### src/rtl/vote_tally_if.sv
// vote_tally_if: ballot handshake, session control and result bus for vote_tally.
// The master side (the voting front end) drives the controls and ballots; the slave side
// (vote_tally) returns the tallies, the results and the audit counters.
interface vote_tally_if #(
  parameter int unsigned NCAND = 5,
  parameter int unsigned CW    = 32
);
  logic                start;
  logic                close;
  logic [NCAND-1:0]    ballot;
  logic                ballot_valid;
  logic                ballot_ready;
  logic                busy;
  logic                done;
  logic [NCAND*CW-1:0] counts;
  logic [CW-1:0]       win_num;
  logic [NCAND-1:0]    win;
  logic                tie;
  logic [CW-1:0]       total;
  logic [CW-1:0]       rejected;

  modport master (
    output start, close, ballot, ballot_valid,
    input  ballot_ready, busy, done, counts, win_num, win, tie, total, rejected
  );

  modport slave (
    input  start, close, ballot, ballot_valid,
    output ballot_ready, busy, done, counts, win_num, win, tie, total, rejected
  );
endinterface

### src/rtl/vote_tally.sv
// vote_tally: session-based ballot counter with a sequential winner scan.
// The IDLE -> OPEN -> SCAN -> DONE session accepts one-hot ballots into saturating tallies.
// It scans one candidate per cycle and holds the maximum, the winner mask and the tie flag.
// Define VOTE_AUDIT_EN to build the saturating total/rejected audit counters. When it is
// undefined, total and rejected read 0.
module vote_tally #(
  parameter int unsigned NCAND = 5,
  parameter int unsigned CW    = 32
) (
  input  logic           clk,
  input  logic           rst,
  vote_tally_if.slave    bus
);
  localparam int unsigned IW = (NCAND > 1) ? $clog2(NCAND) : 1;

  typedef enum logic [1:0] {IDLE, OPEN, SCAN, DONE} state_t;

  state_t           state_q, state_d;
  logic [CW-1:0]    tally_q [NCAND];
  logic [CW-1:0]    tally_d [NCAND];
  logic [IW-1:0]    idx_q, idx_d;
  logic [CW-1:0]    m_q, m_d;
  logic [NCAND-1:0] k_q, k_d;
  logic [CW-1:0]    win_num_q, win_num_d;
  logic [NCAND-1:0] win_q, win_d;
  logic             tie_q, tie_d;

  logic             accept;
  logic             well_formed;
  logic             clr;
  logic [CW-1:0]    cur;
  logic [CW-1:0]    m_scan;
  logic [NCAND-1:0] k_scan;

  // Ballot acceptance and one-hot qualification
  always_comb begin
    accept      = bus.ballot_valid && (state_q == OPEN);
    well_formed = (bus.ballot != '0) && ((bus.ballot & (bus.ballot - NCAND'(1))) == '0);
  end

  // Session FSM next state, tally updates and scan step
  always_comb begin
    state_d   = state_q;
    tally_d   = tally_q;
    idx_d     = idx_q;
    m_d       = m_q;
    k_d       = k_q;
    win_num_d = win_num_q;
    win_d     = win_q;
    tie_d     = tie_q;
    clr       = 1'b0;
    cur       = tally_q[idx_q];
    m_scan    = m_q;
    k_scan    = k_q;
    unique case (state_q)
      IDLE: begin
        if (bus.start) begin
          clr     = 1'b1;
          state_d = OPEN;
        end
      end
      OPEN: begin
        if (accept && well_formed) begin
          for (int unsigned i = 0; i < NCAND; i++) begin
            if (bus.ballot[i] && (tally_q[i] != '1)) tally_d[i] = tally_q[i] + CW'(1);
          end
        end
        if (bus.close) begin
          state_d = SCAN;
          idx_d   = '0;
        end
      end
      SCAN: begin
        if (idx_q == '0) begin
          m_scan = cur;
          k_scan = NCAND'(1);
        end else if (cur > m_q) begin
          m_scan = cur;
          k_scan = NCAND'(1) << idx_q;
        end else if (cur == m_q) begin
          k_scan = k_q | (NCAND'(1) << idx_q);
        end
        m_d   = m_scan;
        k_d   = k_scan;
        idx_d = idx_q + IW'(1);
        if (idx_q == IW'(NCAND - 1)) begin
          win_num_d = m_scan;
          win_d     = k_scan;
          tie_d     = (k_scan & (k_scan - NCAND'(1))) != '0;
          state_d   = DONE;
        end
      end
      DONE: begin
        if (bus.start) begin
          clr     = 1'b1;
          state_d = OPEN;
        end
      end
      default: state_d = IDLE;
    endcase
    if (clr) begin
      for (int unsigned i = 0; i < NCAND; i++) tally_d[i] = '0;
      win_num_d = '0;
      win_d     = '0;
      tie_d     = 1'b0;
    end
  end

  // State, tally and result registers
  always_ff @(posedge clk) begin
    if (rst) begin
      state_q <= IDLE;
      for (int unsigned i = 0; i < NCAND; i++) tally_q[i] <= '0;
      idx_q     <= '0;
      m_q       <= '0;
      k_q       <= '0;
      win_num_q <= '0;
      win_q     <= '0;
      tie_q     <= 1'b0;
    end else begin
      state_q   <= state_d;
      tally_q   <= tally_d;
      idx_q     <= idx_d;
      m_q       <= m_d;
      k_q       <= k_d;
      win_num_q <= win_num_d;
      win_q     <= win_d;
      tie_q     <= tie_d;
    end
  end

`ifdef VOTE_AUDIT_EN
  logic [CW-1:0] total_q, total_d;
  logic [CW-1:0] rejected_q, rejected_d;

  // Audit counter next state: saturating valid/malformed ballot counts
  always_comb begin
    total_d    = total_q;
    rejected_d = rejected_q;
    if (clr) begin
      total_d    = '0;
      rejected_d = '0;
    end else if (accept) begin
      if (well_formed) begin
        if (total_q != '1) total_d = total_q + CW'(1);
      end else begin
        if (rejected_q != '1) rejected_d = rejected_q + CW'(1);
      end
    end
  end

  // Audit counter registers
  always_ff @(posedge clk) begin
    if (rst) begin
      total_q    <= '0;
      rejected_q <= '0;
    end else begin
      total_q    <= total_d;
      rejected_q <= rejected_d;
    end
  end

  assign bus.total    = total_q;
  assign bus.rejected = rejected_q;
`else
  assign bus.total    = '0;
  assign bus.rejected = '0;
`endif

  assign bus.ballot_ready = (state_q == OPEN);
  assign bus.busy         = (state_q == SCAN);
  assign bus.done         = (state_q == DONE);
  assign bus.win_num      = win_num_q;
  assign bus.win          = win_q;
  assign bus.tie          = tie_q;

  for (genvar g = 0; g < NCAND; g++) begin : g_counts
    assign bus.counts[g*CW +: CW] = tally_q[g];
  end
endmodule

### src/flat_wrapper.sv
// flat-port wrapper written by rule: the top's interface ports become plain ports
module vote_tally_flat 
#(
  parameter int unsigned NCAND = 5,
  parameter int unsigned CW    = 32
)
  (clk, rst, bus_start, bus_close, bus_ballot, bus_ballot_valid, bus_ballot_ready, bus_busy, bus_done, bus_counts, bus_win_num, bus_win, bus_tie, bus_total, bus_rejected);
  vote_tally_if #(.NCAND(NCAND), .CW(CW)) bus_i ();
  input  logic clk;
  input  logic rst;
  input wire logic [$bits(bus_i.start)-1:0] bus_start;
  input wire logic [$bits(bus_i.close)-1:0] bus_close;
  input wire logic [$bits(bus_i.ballot)-1:0] bus_ballot;
  input wire logic [$bits(bus_i.ballot_valid)-1:0] bus_ballot_valid;
  output wire logic [$bits(bus_i.ballot_ready)-1:0] bus_ballot_ready;
  output wire logic [$bits(bus_i.busy)-1:0] bus_busy;
  output wire logic [$bits(bus_i.done)-1:0] bus_done;
  output wire logic [$bits(bus_i.counts)-1:0] bus_counts;
  output wire logic [$bits(bus_i.win_num)-1:0] bus_win_num;
  output wire logic [$bits(bus_i.win)-1:0] bus_win;
  output wire logic [$bits(bus_i.tie)-1:0] bus_tie;
  output wire logic [$bits(bus_i.total)-1:0] bus_total;
  output wire logic [$bits(bus_i.rejected)-1:0] bus_rejected;
  assign bus_i.start = bus_start;
  assign bus_i.close = bus_close;
  assign bus_i.ballot = bus_ballot;
  assign bus_i.ballot_valid = bus_ballot_valid;
  assign bus_ballot_ready = bus_i.ballot_ready;
  assign bus_busy = bus_i.busy;
  assign bus_done = bus_i.done;
  assign bus_counts = bus_i.counts;
  assign bus_win_num = bus_i.win_num;
  assign bus_win = bus_i.win;
  assign bus_tie = bus_i.tie;
  assign bus_total = bus_i.total;
  assign bus_rejected = bus_i.rejected;
  vote_tally #(.NCAND(NCAND), .CW(CW)) u_core (.clk(clk), .rst(rst), .bus(bus_i));
endmodule
### config.mk
export PLATFORM = sky130hd
export DESIGN_NAME = vote_tally_flat
export DESIGN_NICKNAME = d
export VERILOG_FILES = /design/src/rtl/vote_tally_if.sv /design/src/rtl/vote_tally.sv /design/src/flat_wrapper.sv
export SDC_FILE = /design/constraint.sdc
export NUM_CORES = 1
export LEC_CHECK = 0
export CORE_MARGIN = 5
export CORE_UTILIZATION = 37
export CTS_BUF_LIST = sky130_fd_sc_hd__clkbuf_4 sky130_fd_sc_hd__clkbuf_8
export DETAILED_ROUTE_END_ITERATION = 6
export MAX_ROUTING_LAYER = met4
export PLACE_DENSITY_LB_ADDON = 0.2
export SYNTH_ARGS = -nofsm -noshare
export SYNTH_HDL_FRONTEND = slang
export SYNTH_SLANG_ARGS = --single-unit
### constraint.sdc
create_clock -name clk -period 3.7 [get_ports clk]
set_input_delay 0.74 -clock clk [delete_from_list [all_inputs] [get_ports clk]]
set_output_delay 0.74 -clock clk [all_outputs]
set_load 0.01 [all_outputs]
==> Word-level counts from Yosys, hierarchy flattened <==
Index checks and enable logic that the tools add are counted.
{ "op_classes": {"bitwise_logic": 4, "reduce_logical": 24, "eq_ne": 13, "shift": 1, "order_cmp": 2, "n_addsub": 8, "mux": 17} }
{ "ops": {"columns": ["cell", "count"], "rows": [
  ["adder 32 x 1 -> 32 bit, second input constant", 5],
  ["!= test 32 bit, second input constant", 5],
  ["two-way mux 32 bit", 4],
  ["binary-select mux 32 bit (select 3 bit)", 1],
  ["equality test 32 bit", 1],
  ["greater-than comparator 32 bit", 1],
  ["two-way mux 5 bit", 4],
  ["AND reduction 3 bit", 6],
  ["AND 5 bit", 2],
  ["nonzero test 5 bit", 2],
  ["subtractor 5 x 1 -> 5 bit, second input constant", 2],
  ["logical AND 1 bit", 8],
  ["two-way mux 2 bit", 3],
  ["one-hot mux 2 bit (3 select lines)", 1],
  ["one-hot mux 3 bit (2 select lines)", 1],
  ["zero test 5 bit", 1],
  ["OR 5 bit", 1],
  ["left shift 1 x 3 -> 5 bit, first input constant", 1],
  ["equality test 2 bit, second input constant", 2],
  [">= comparator 4 bit, second input constant", 1],
  ["!= test 2 x 1 -> 1 bit, second input constant", 2],
  ["inverter 3 -> 4 bit", 1],
  ["AND reduction 2 bit", 2],
  ["OR reduction 2 bit", 2],
  ["other kinds (9)", 10]
]} }
{ "totals": {"output_inout_bits": 265, "ff_bits": 240, "word_cells": 81, "inputBits": 10} }

==> Depth between registers and ports, before layout <==
Gate-level depths: netlist (run 1).
{ "depth": {"word_depth": 12, "depth_mapped": 15, "depth_no_buf": 12} }

==> Worst setup path before layout (run 1) <==
Ideal clock, no wire load.
{ "synth_timing": {"path_kind": "register -> register", "from": "reg u_core.idx_q[0]", "to": "reg u_core.win_num_q[10] (netlist: u_core.bus.win_num[10])", "required_time_ps": 3568, "setup_ps": 132, "arrival_ps": 3896, "stages_incl_launch_ff": 16, "setup_slack_ps": -329, "cell_sequence": "dfxtp_1 -> clkbuf_1 -> buf_2 -> mux4_2 -> a22o_1 -> ha_1 -> nand4_1 -> or4_1 -> nand2b_1 -> a21bo_2 -> nand3_2 -> buf_4 -> buf_6 -> buf_4 -> o211ai_1 -> a21oi_1"} }
{ "synth_between": {"elab_chain_len": 7, "elab_cells_between_ends": 10} }
{ "synth_lines": {"columns": ["element", "line", "text"], "rows": [
  ["from (decl)", "vote_tally.sv:21", "logic [IW-1:0] idx_q, idx_d;"],
  ["from (signal assigned)", "vote_tally.sv:123", "idx_q <= idx_d;"],
  ["inverter 3 -> 4 bit (not written as such)", "vote_tally.sv:52", "cur = tally_q[idx_q];"],
  ["binary-select mux 32 bit (select 3 bit)", "vote_tally.sv:52", null],
  ["two-way mux 32 bit (not written as such) (2 in series)", "vote_tally.sv:52", null],
  ["greater-than comparator 32 bit", "vote_tally.sv:77", "end else if (cur > m_q) begin"],
  ["two-way mux 32 bit", "vote_tally.sv:77", null],
  ["two-way mux 32 bit", "vote_tally.sv:74", "if (idx_q == '0) begin"],
  ["to (signal assigned)", "vote_tally.sv:126", "win_num_q <= win_num_d;"],
  ["to (decl)", "vote_tally.sv:24", "logic [CW-1:0] win_num_q, win_num_d;"]
]} }
Parallel ways exist; a longest one is shown, timed or not. The select of a mux whose other input is x is not followed.
A chain may end at the register's enable or synchronous reset.

==> Worst setup path after layout (run 1) <==
{ "layout_timing": {"from": "reg u_core.idx_q[0]", "to": "reg u_core.m_q[10]"} }
{ "layout_between": {"elab_chain_len": 7, "elab_cells_between_ends": 8} }
{ "layout_lines": {"columns": ["element", "line", "text"], "rows": [
  ["inverter 3 -> 4 bit (not written as such)", "vote_tally.sv:52", null],
  ["binary-select mux 32 bit (select 3 bit)", "vote_tally.sv:52", null],
  ["two-way mux 32 bit (not written as such) (2 in series)", "vote_tally.sv:52", null],
  ["greater-than comparator 32 bit", "vote_tally.sv:77", null],
  ["two-way mux 32 bit", "vote_tally.sv:77", null],
  ["two-way mux 32 bit (*)", "vote_tally.sv:74", null],
  ["to (signal assigned)", "vote_tally.sv:124", "m_q <= m_d;"],
  ["to (decl)", "vote_tally.sv:22", "logic [CW-1:0] m_q, m_d;"]
]} }
Mark *: on every way between the ends. The rest lies on a longest branch, timed or not. The select of a mux whose other input is x is not followed.

==> impl_metrics.toml, run 1 <==
[run_status]
outcome = "finished, violations left"
violations = "setup timing"

[clock_tree]
clock_insertion_delay_worst_skew_ns = 0.56
cts.path.max_buffers = 3
htree_depth = 2
root_buffer = "clkbuf_8"
number_of_hold_buffers_added_after_cts = 0
cts_tree = "yes"
clock-sinks = 240
clk_transition_reported_paths_ns = 0.07
numCtsBuffers = 44

[die]
initial_utilization_pct = 37.6
fp.dieW_microns = 198
die_h_microns = 198
boundaryPins = 275
fp.dieArea_sq_um = 39100
placement_rows = 68
coreArea_sq_um = 34700

[critical_path]
timing.critical_path.fanout_max = 8
cp.arrival_ns = 4.41
crit_type = "reg2reg"
path_buf_inv = 4
timing.critical_path.from_type = "register"
cp.required_ns = 4.14
slowest_delay_ns = 0.56
crit_top_cell = "buf_6"
series_of_cell_instances_along_the_critical_path = "buf_6 -> buf_6 -> mux4_2 -> a22o_2 -> ha_1 -> nand4_1 -> a2111o_1 -> a311o_1 -> nand3_4 -> buf_12 -> nand2_8 -> clkbuf_16 -> a211oi_1"
timing.critical_path.slowest_stage_cell = "mux4_2"
endpoint_class_of_the_critical_path = "register"
critical-path-top-delay-family = "compound AO/OA/AOI/OAI gates"

[pwr]
power_frac_seq_pct = 34.8
net-switching-power_mw = 2.61
clkPwrFrac_pct = 31.6
cellInternalPower_mw = 5.44
worst_ir_drop_vdd_mv = 0.240
sw_frac_of_total_pct = 32.4
power.density_cell_area_nw_per_um2 = 437
combinationalPowerShare_pct = 33.6
leakage_nw = 6.89

[sta]
final_period_demand_of_the_worst_path_ns = 3.97
final_min_period_over_clock_period_pct = 107
maxSlewHeadroom_pct = 28.2
final_hold_viol_count = 0
tightest_slew_ns = 1.08
finalSetupViolations = 67
rsz0062_at_grt = "true"
slew_viols_final = 0
finalWorstSetupSlack_ns = -0.273
finClkSkew_ns = 0.0195
fmax_mhz = 252
fin_hold_ws_ns = 0.447

[routing]
total_number_of_vias = 12400
drt.antenna.violating_nets = 0
detail_route.first_pass.iterations = 5
route.met2.wl_mm = 21.9
routed_wire_length_per_instance_microns = 19.7
initialDrtViolationCount = 804
post_route_drc = 0
wl_met1_mm = 20.6
drt_total_wl_mm = 46.7
routed.top_layer = "met4"
viasPerCell = 5.22
met3WireLength_mm = 2.96

[place]
preCtsSetupSlack_ns = -0.101
detailed_place_hpwl_mm = 34.3
gp_routability_congestion = 0.934
placed_area_sq_um = 16400
place.port_buffers = 210

[global_routing]
wire_length_of_the_first_global_routing_pass_mm = 68.7
grt_pass1_vias = 11900
grt.overflow.total = 0
maximum_number_of_pins_on_one_net_before_global_route_repair = 70
grt_antenna_before_repair = 0
groute.usage.overall_pct = 22.8

[synthesis]
yosysMostFrequentCell = "dfxtp_1"
synthTopCellsByArea = "dfxtp_1 (37%), nor2_1 (5.5%), mux4_2 (5.5%), xor2_1 (4.6%), ha_1 (4.4%)"
synth_edf_count = 0
synthesized_instance_count = 1524
synth_top_area_share_pct = 36.8
synth_top_cell_by_area = "dfxtp_1"
post_synth.cell_area_avg_sq_um = 8.57
synth_cell_types = 65
synth_top_cells_by_count = "dfxtp_1 (240), nor2_1 (193), nand2_1 (135), a21oi_1 (84), buf_4 (69)"
synthArstFlopShare_pct = 0
yosysWarningCount = 0
syn_area_sq_um = 13100
dominantRegCellSynth = "dfxtp_1"
synth.yosys.seq_area_share_pct = 36.8
ys_ff_latch = 240

[final_layout]
syn_to_final_growth_pct = 41.3
finish.instance_area_sq_um = 18400
filler_cell_count = 3273
nNetsFinal = 1948
antennaDiodeCount = 0
layout-drive-gt1-share_pct = 20.1

[job]
cap_violations = 0

[worst_hold_path]
worstHoldPathType = "reg2reg"
## power by group through the flow
| stage | clock [mW] | sequential, mW | combinational [mW] |
|---|---|---|---|
| floorplan | 0 | 2.83 | 1.20 |
| CTS | 2.59 | 2.79 | 2.04 |
| global placement | 0 | 2.85 | 1.67 |
| detailed placement | 0 | 2.85 | 1.69 |
| global route | 2.73 | 2.81 | 2.90 |
| finish | 2.55 | 2.80 | 2.71 |
## metrics by stage
step	utilization [%]	setup TNS [ns]	instances	power, mW
floorplan	-	0	1587	4.02
global placement	47.1	-0.0912	2258	4.52
detailed placement	47.1	-0.320	2258	4.54
CTS	50.8	-0.0446	2352	7.43
global route	53.1	-12.65	2374	8.45
finish	53.1	-6.05	2374	8.06
## timing repair
action | in CTS | in global routing
endpoints found under the setup margin | 42 | 74
setup buffers | 18 | 9
resized for setup | 28 | 81
gates cloned | 4 | 14
endpoints found under the hold margin | 0 | 0
pin swaps | 17 | 51
## area by class of cell
cell class                      count  area, sq um  share of cell area (%)
Clock buffer                       67          835                    4.52
Multi-Input combinational cell   1147         7990                    43.3
Clock inverter                      6         35.0                   0.190
Inverter                           63          236                    1.28
Tap cell                          455          569                    3.09
Sequential cell                   240         4810                    26.1
Timing Repair Buffer              396         3980                    21.6
## placed cells by master, fill, tap and decap left out, types with 18 or more instances in the layout
cell type / Yosys / final
dfxtp_1: 240 / 239
clkdlybuf4s50_1: 0 / 210
nor2_1: 193 / 178
buf_4: 69 / 145
nand2_1: 135 / 131
a21oi_1: 84 / 80
xor2_1: 68 / 68
conb_1: 1 / 64
inv_1: 63 / 63
xnor2_1: 60 / 60
nand3_1: 57 / 56
clkbuf_8: 0 / 53
nand4_1: 41 / 41
ha_1: 46 / 41
o21ai_0: 38 / 37
o211ai_1: 37 / 37
mux4_2: 32 / 32
a22o_1: 31 / 27
and4_1: 26 / 26
nand2b_4: 0 / 25
a211oi_1: 33 / 25
or3_1: 23 / 23
and3_1: 24 / 22
nor3_1: 19 / 18
## flip-flops by register name (all words and copies together), names as in the netlist
signal,flops
u_core.state_q,2
u_core.k_q,5
u_core.idx_q,3
u_core.bus.win_num,32
u_core.bus.counts,160
u_core.bus.tie,1
u_core.bus.win,5
u_core.m_q,32
## cells by family after synthesis
| kind of cell | Yosys count | synth area share (%) |
|---|---|---|
| simple gates | 618 | 23.4 |
| compound gates | 253 | 12.9 |
| flops | 240 | 36.8 |
| buf+inv | 202 | 7.96 |
| xor+xnor | 128 | 8.59 |
| fa+ha+maj | 46 | 4.41 |
| mux | 36 | 5.83 |
| other cells | 1 | 0.0287 |
## routing by layer
metal / track usage, % / vias up
li1: - / 5998
met1: 30.3 / 5926
met2: 35.7 / 402
met3: 4.46 / 77
met4: 6.22 / 0
met5: - / -
## worst paths after layout
check,start,slack (ns),cells past startpoint,to
setup / recovery,u_core.idx_q[0],-0.27,13,u_core.m_q[10]
hold reg to reg,u_core.bus.win_num[4],0.45,2,u_core.bus.win_num[4]
hold / removal,u_core.bus.win_num[4],0.45,2,u_core.bus.win_num[4]
setup reg to reg,u_core.idx_q[0],-0.27,13,u_core.m_q[10]
## worst min-delay path, delay by kind of cell, from the launching register on
family           cells  cell delay, ns
AO/OA/AOI/OAI        1            0.05
AND/OR/NAND/NOR      1            0.05
flip-flops           1            0.30
(Power assumes the default switching activity.)
==> run 2: changes to the inputs <==
--- a/config.mk
+++ b/config.mk
@@ -6,9 +6,10 @@
 export NUM_CORES = 1
 export LEC_CHECK = 0
 export CORE_MARGIN = 5
-export CORE_UTILIZATION = 37
+export CORE_UTILIZATION = 30
 export CTS_BUF_LIST = sky130_fd_sc_hd__clkbuf_4 sky130_fd_sc_hd__clkbuf_8
 export DETAILED_ROUTE_END_ITERATION = 6
+export HOLD_SLACK_MARGIN = 0.02
 export MAX_ROUTING_LAYER = met4
 export PLACE_DENSITY_LB_ADDON = 0.2
 export SYNTH_ARGS = -nofsm -noshare
==> run 2 against run 1 <==
  * The flow still finishes with violations (setup timing)
  * Wire length is 4.2% higher
  * Clock-buffer cell count rose by 6
  * Global-route usage shrank 3.1 points
  * Register-to-register slack better by 0.25 ns
  * Critical path type unchanged
  * Critical endpoint is now u_core.bus.win_num[9]
  * Largest power group unchanged
==> impl_metrics.toml, run 2 (synthesis results as in run 1) <==
[sta]
slew_viols_final = 0
tightest_slew_ns = 0.864
finalWorstSetupSlack_ns = -0.0269
final_hold_viol_count = 0
fmax_mhz = 268
fin_hold_ws_ns = 0.452
finClkSkew_ns = 0.0209
maxSlewHeadroom_pct = 42.4
rsz0062_at_grt = "true"
final_period_demand_of_the_worst_path_ns = 3.73
finalSetupViolations = 5
final_min_period_over_clock_period_pct = 101

[final_layout]
layout-drive-gt1-share_pct = 18.3
commonest_non_fill_non_tap_cell_in_the_layout = "dfxtp_1"
largest_register_ffs = 160
finalCoreUtilization_pct = 42.6
final_cell_mix = "dfxtp_1 (238), clkdlybuf4s50_1 (210), nor2_1 (193)"
syn_to_final_growth_pct = 40.6
nNetsFinal = 1966

[critical_path]
crit_type = "reg2reg"
cp.arrival_ns = 4.14
endpoint_class_of_the_critical_path = "register"
cp.required_ns = 4.11
r2r_setup_slack_ns = -0.03
timing.critical_path.fanout_max = 8
timing.critical_path.from_type = "register"

[global_routing]
grt_antenna_before_repair = 2
gr-max-usage-layer = "met2"
grt_pass1_vias = 11600
maximum_number_of_pins_on_one_net_before_global_route_repair = 71
grt_util_met3_pct = 3.85
groute.usage.overall_pct = 19.7
groute.layer.met1.usage_pct = 27.1
gr-usage-met2_pct = 29.9
grt.overflow.total = 0
wire_length_of_the_first_global_routing_pass_mm = 71.2

[routing]
routed_wire_length_per_instance_microns = 19.3
drt_total_wl_mm = 48.7
post_route_drc = 0
total_number_of_vias = 12300
drt.antenna.violating_nets = 0
initialDrtViolationCount = 703
viasPerCell = 4.87
detail_route.first_pass.iterations = 5

[run_status]
outcome = "finished, violations left"
violations = "setup timing"

[clock_tree]
clock_insertion_delay_worst_skew_ns = 0.57
htree_depth = 2
number_of_hold_buffers_added_after_cts = 0
clock-sinks = 240
clk_transition_reported_paths_ns = 0.06
root_buffer = "clkbuf_8"
cts_tree = "yes"
numCtsBuffers = 45
cts.path.max_buffers = 3

[pwr]
power.density_cell_area_nw_per_um2 = 422
worst_ir_drop_vdd_mv = 0.231
leakage_nw = 6.90

[die]
boundaryPins = 275
fp.dieArea_sq_um = 47800
fp.dieW_microns = 219
die_h_microns = 219
coreArea_sq_um = 43100
initial_utilization_pct = 30.3
placement_rows = 76

[place]
place.port_buffers = 210
preCtsSetupSlack_ns = -0.106
detailed_place_hpwl_mm = 36.9
gp_routability_congestion = 0.920

[job]
cap_violations = 0

[worst_hold_path]
worstHoldPathType = "reg2reg"
[run 2: cell count changes in the layout (fill, tap and decap cells not counted), sizes merged]
cell      change
buf          +22
clkinv        -4
clkbuf        +3
clkinvlp      -2
nand2         -2
diode         +1
inv           +1
[run 2: worst max-delay path, stage by stage (launching register included)]
cell and delay, ns:
dfxtp_4 0.42, buf_12 0.15, buf_8 0.11, mux4_2 0.52, a22o_1 0.26, ha_4 0.28, nand4_1 0.09, or4_4 0.52
nand2b_4 0.15, a21bo_4 0.18, nand3_4 0.11, buf_4 0.18, buf_6 0.13, o211ai_1 0.34, a21oi_1 0.11
[run 2: final cells by class]
class | count | area [sq um]
sequential | 240 | 4810
antenna | 1 | 2.50
inverter | 63 | 236
tap | 585 | 732
multi-input combinational | 1145 | 7670
fill | 4241 | 24700
timing repair buffer | 415 | 3990
clock inverter | 1 | 8.76
clock buffer | 73 | 917
[run 2: where the power goes]
part	total (mW)	leakage, nW	switching, mW	internal [mW]
Clock	2.69	0.493	1.15	1.55
Sequential	2.81	1.94	0.0893	2.72
Combinational	2.24	4.46	1.22	1.03
Total	7.75	6.90	2.45	5.29
[run 2: path summary, 6_finish.rpt]
path	depth (start not counted)	from	endpoint
max	14	u_core.idx_q[0]	u_core.bus.win_num[9]
min	2	u_core.bus.win_num[11]	u_core.bus.win_num[11]
max reg2reg	14	u_core.idx_q[0]	u_core.bus.win_num[9]
min reg2reg	2	u_core.bus.win_num[11]	u_core.bus.win_num[11]
[run 2: stage by stage]
step                      instance area [sq um]  instances  TNS (ns)  total power [mW]
after detailed placement                  16800       2424    -0.488              4.68
after global routing                      18400       2523     -6.61              8.16
after global placement                    16800       2424   -0.0526              4.65
after floorplan                           13300       1587         0              4.02
final                                     18400       2523   -0.0590              7.75
after CTS                                 17800       2500    -0.182              7.48
[run 2: what timing repair did]
action,CTS,global route
endpoints found under the setup margin,25,73
gates cloned,1,7
buffers inserted,1,16
pin swaps,5,34
gates resized for setup,5,44
[run 2: routing by layer]
metal / wire (microns) / up-vias
li1: - / 6019
met1: 22400 / 5796
met2: 22200 / 394
met3: 3040 / 77
met4: 1120 / 0
met5: 0 / -
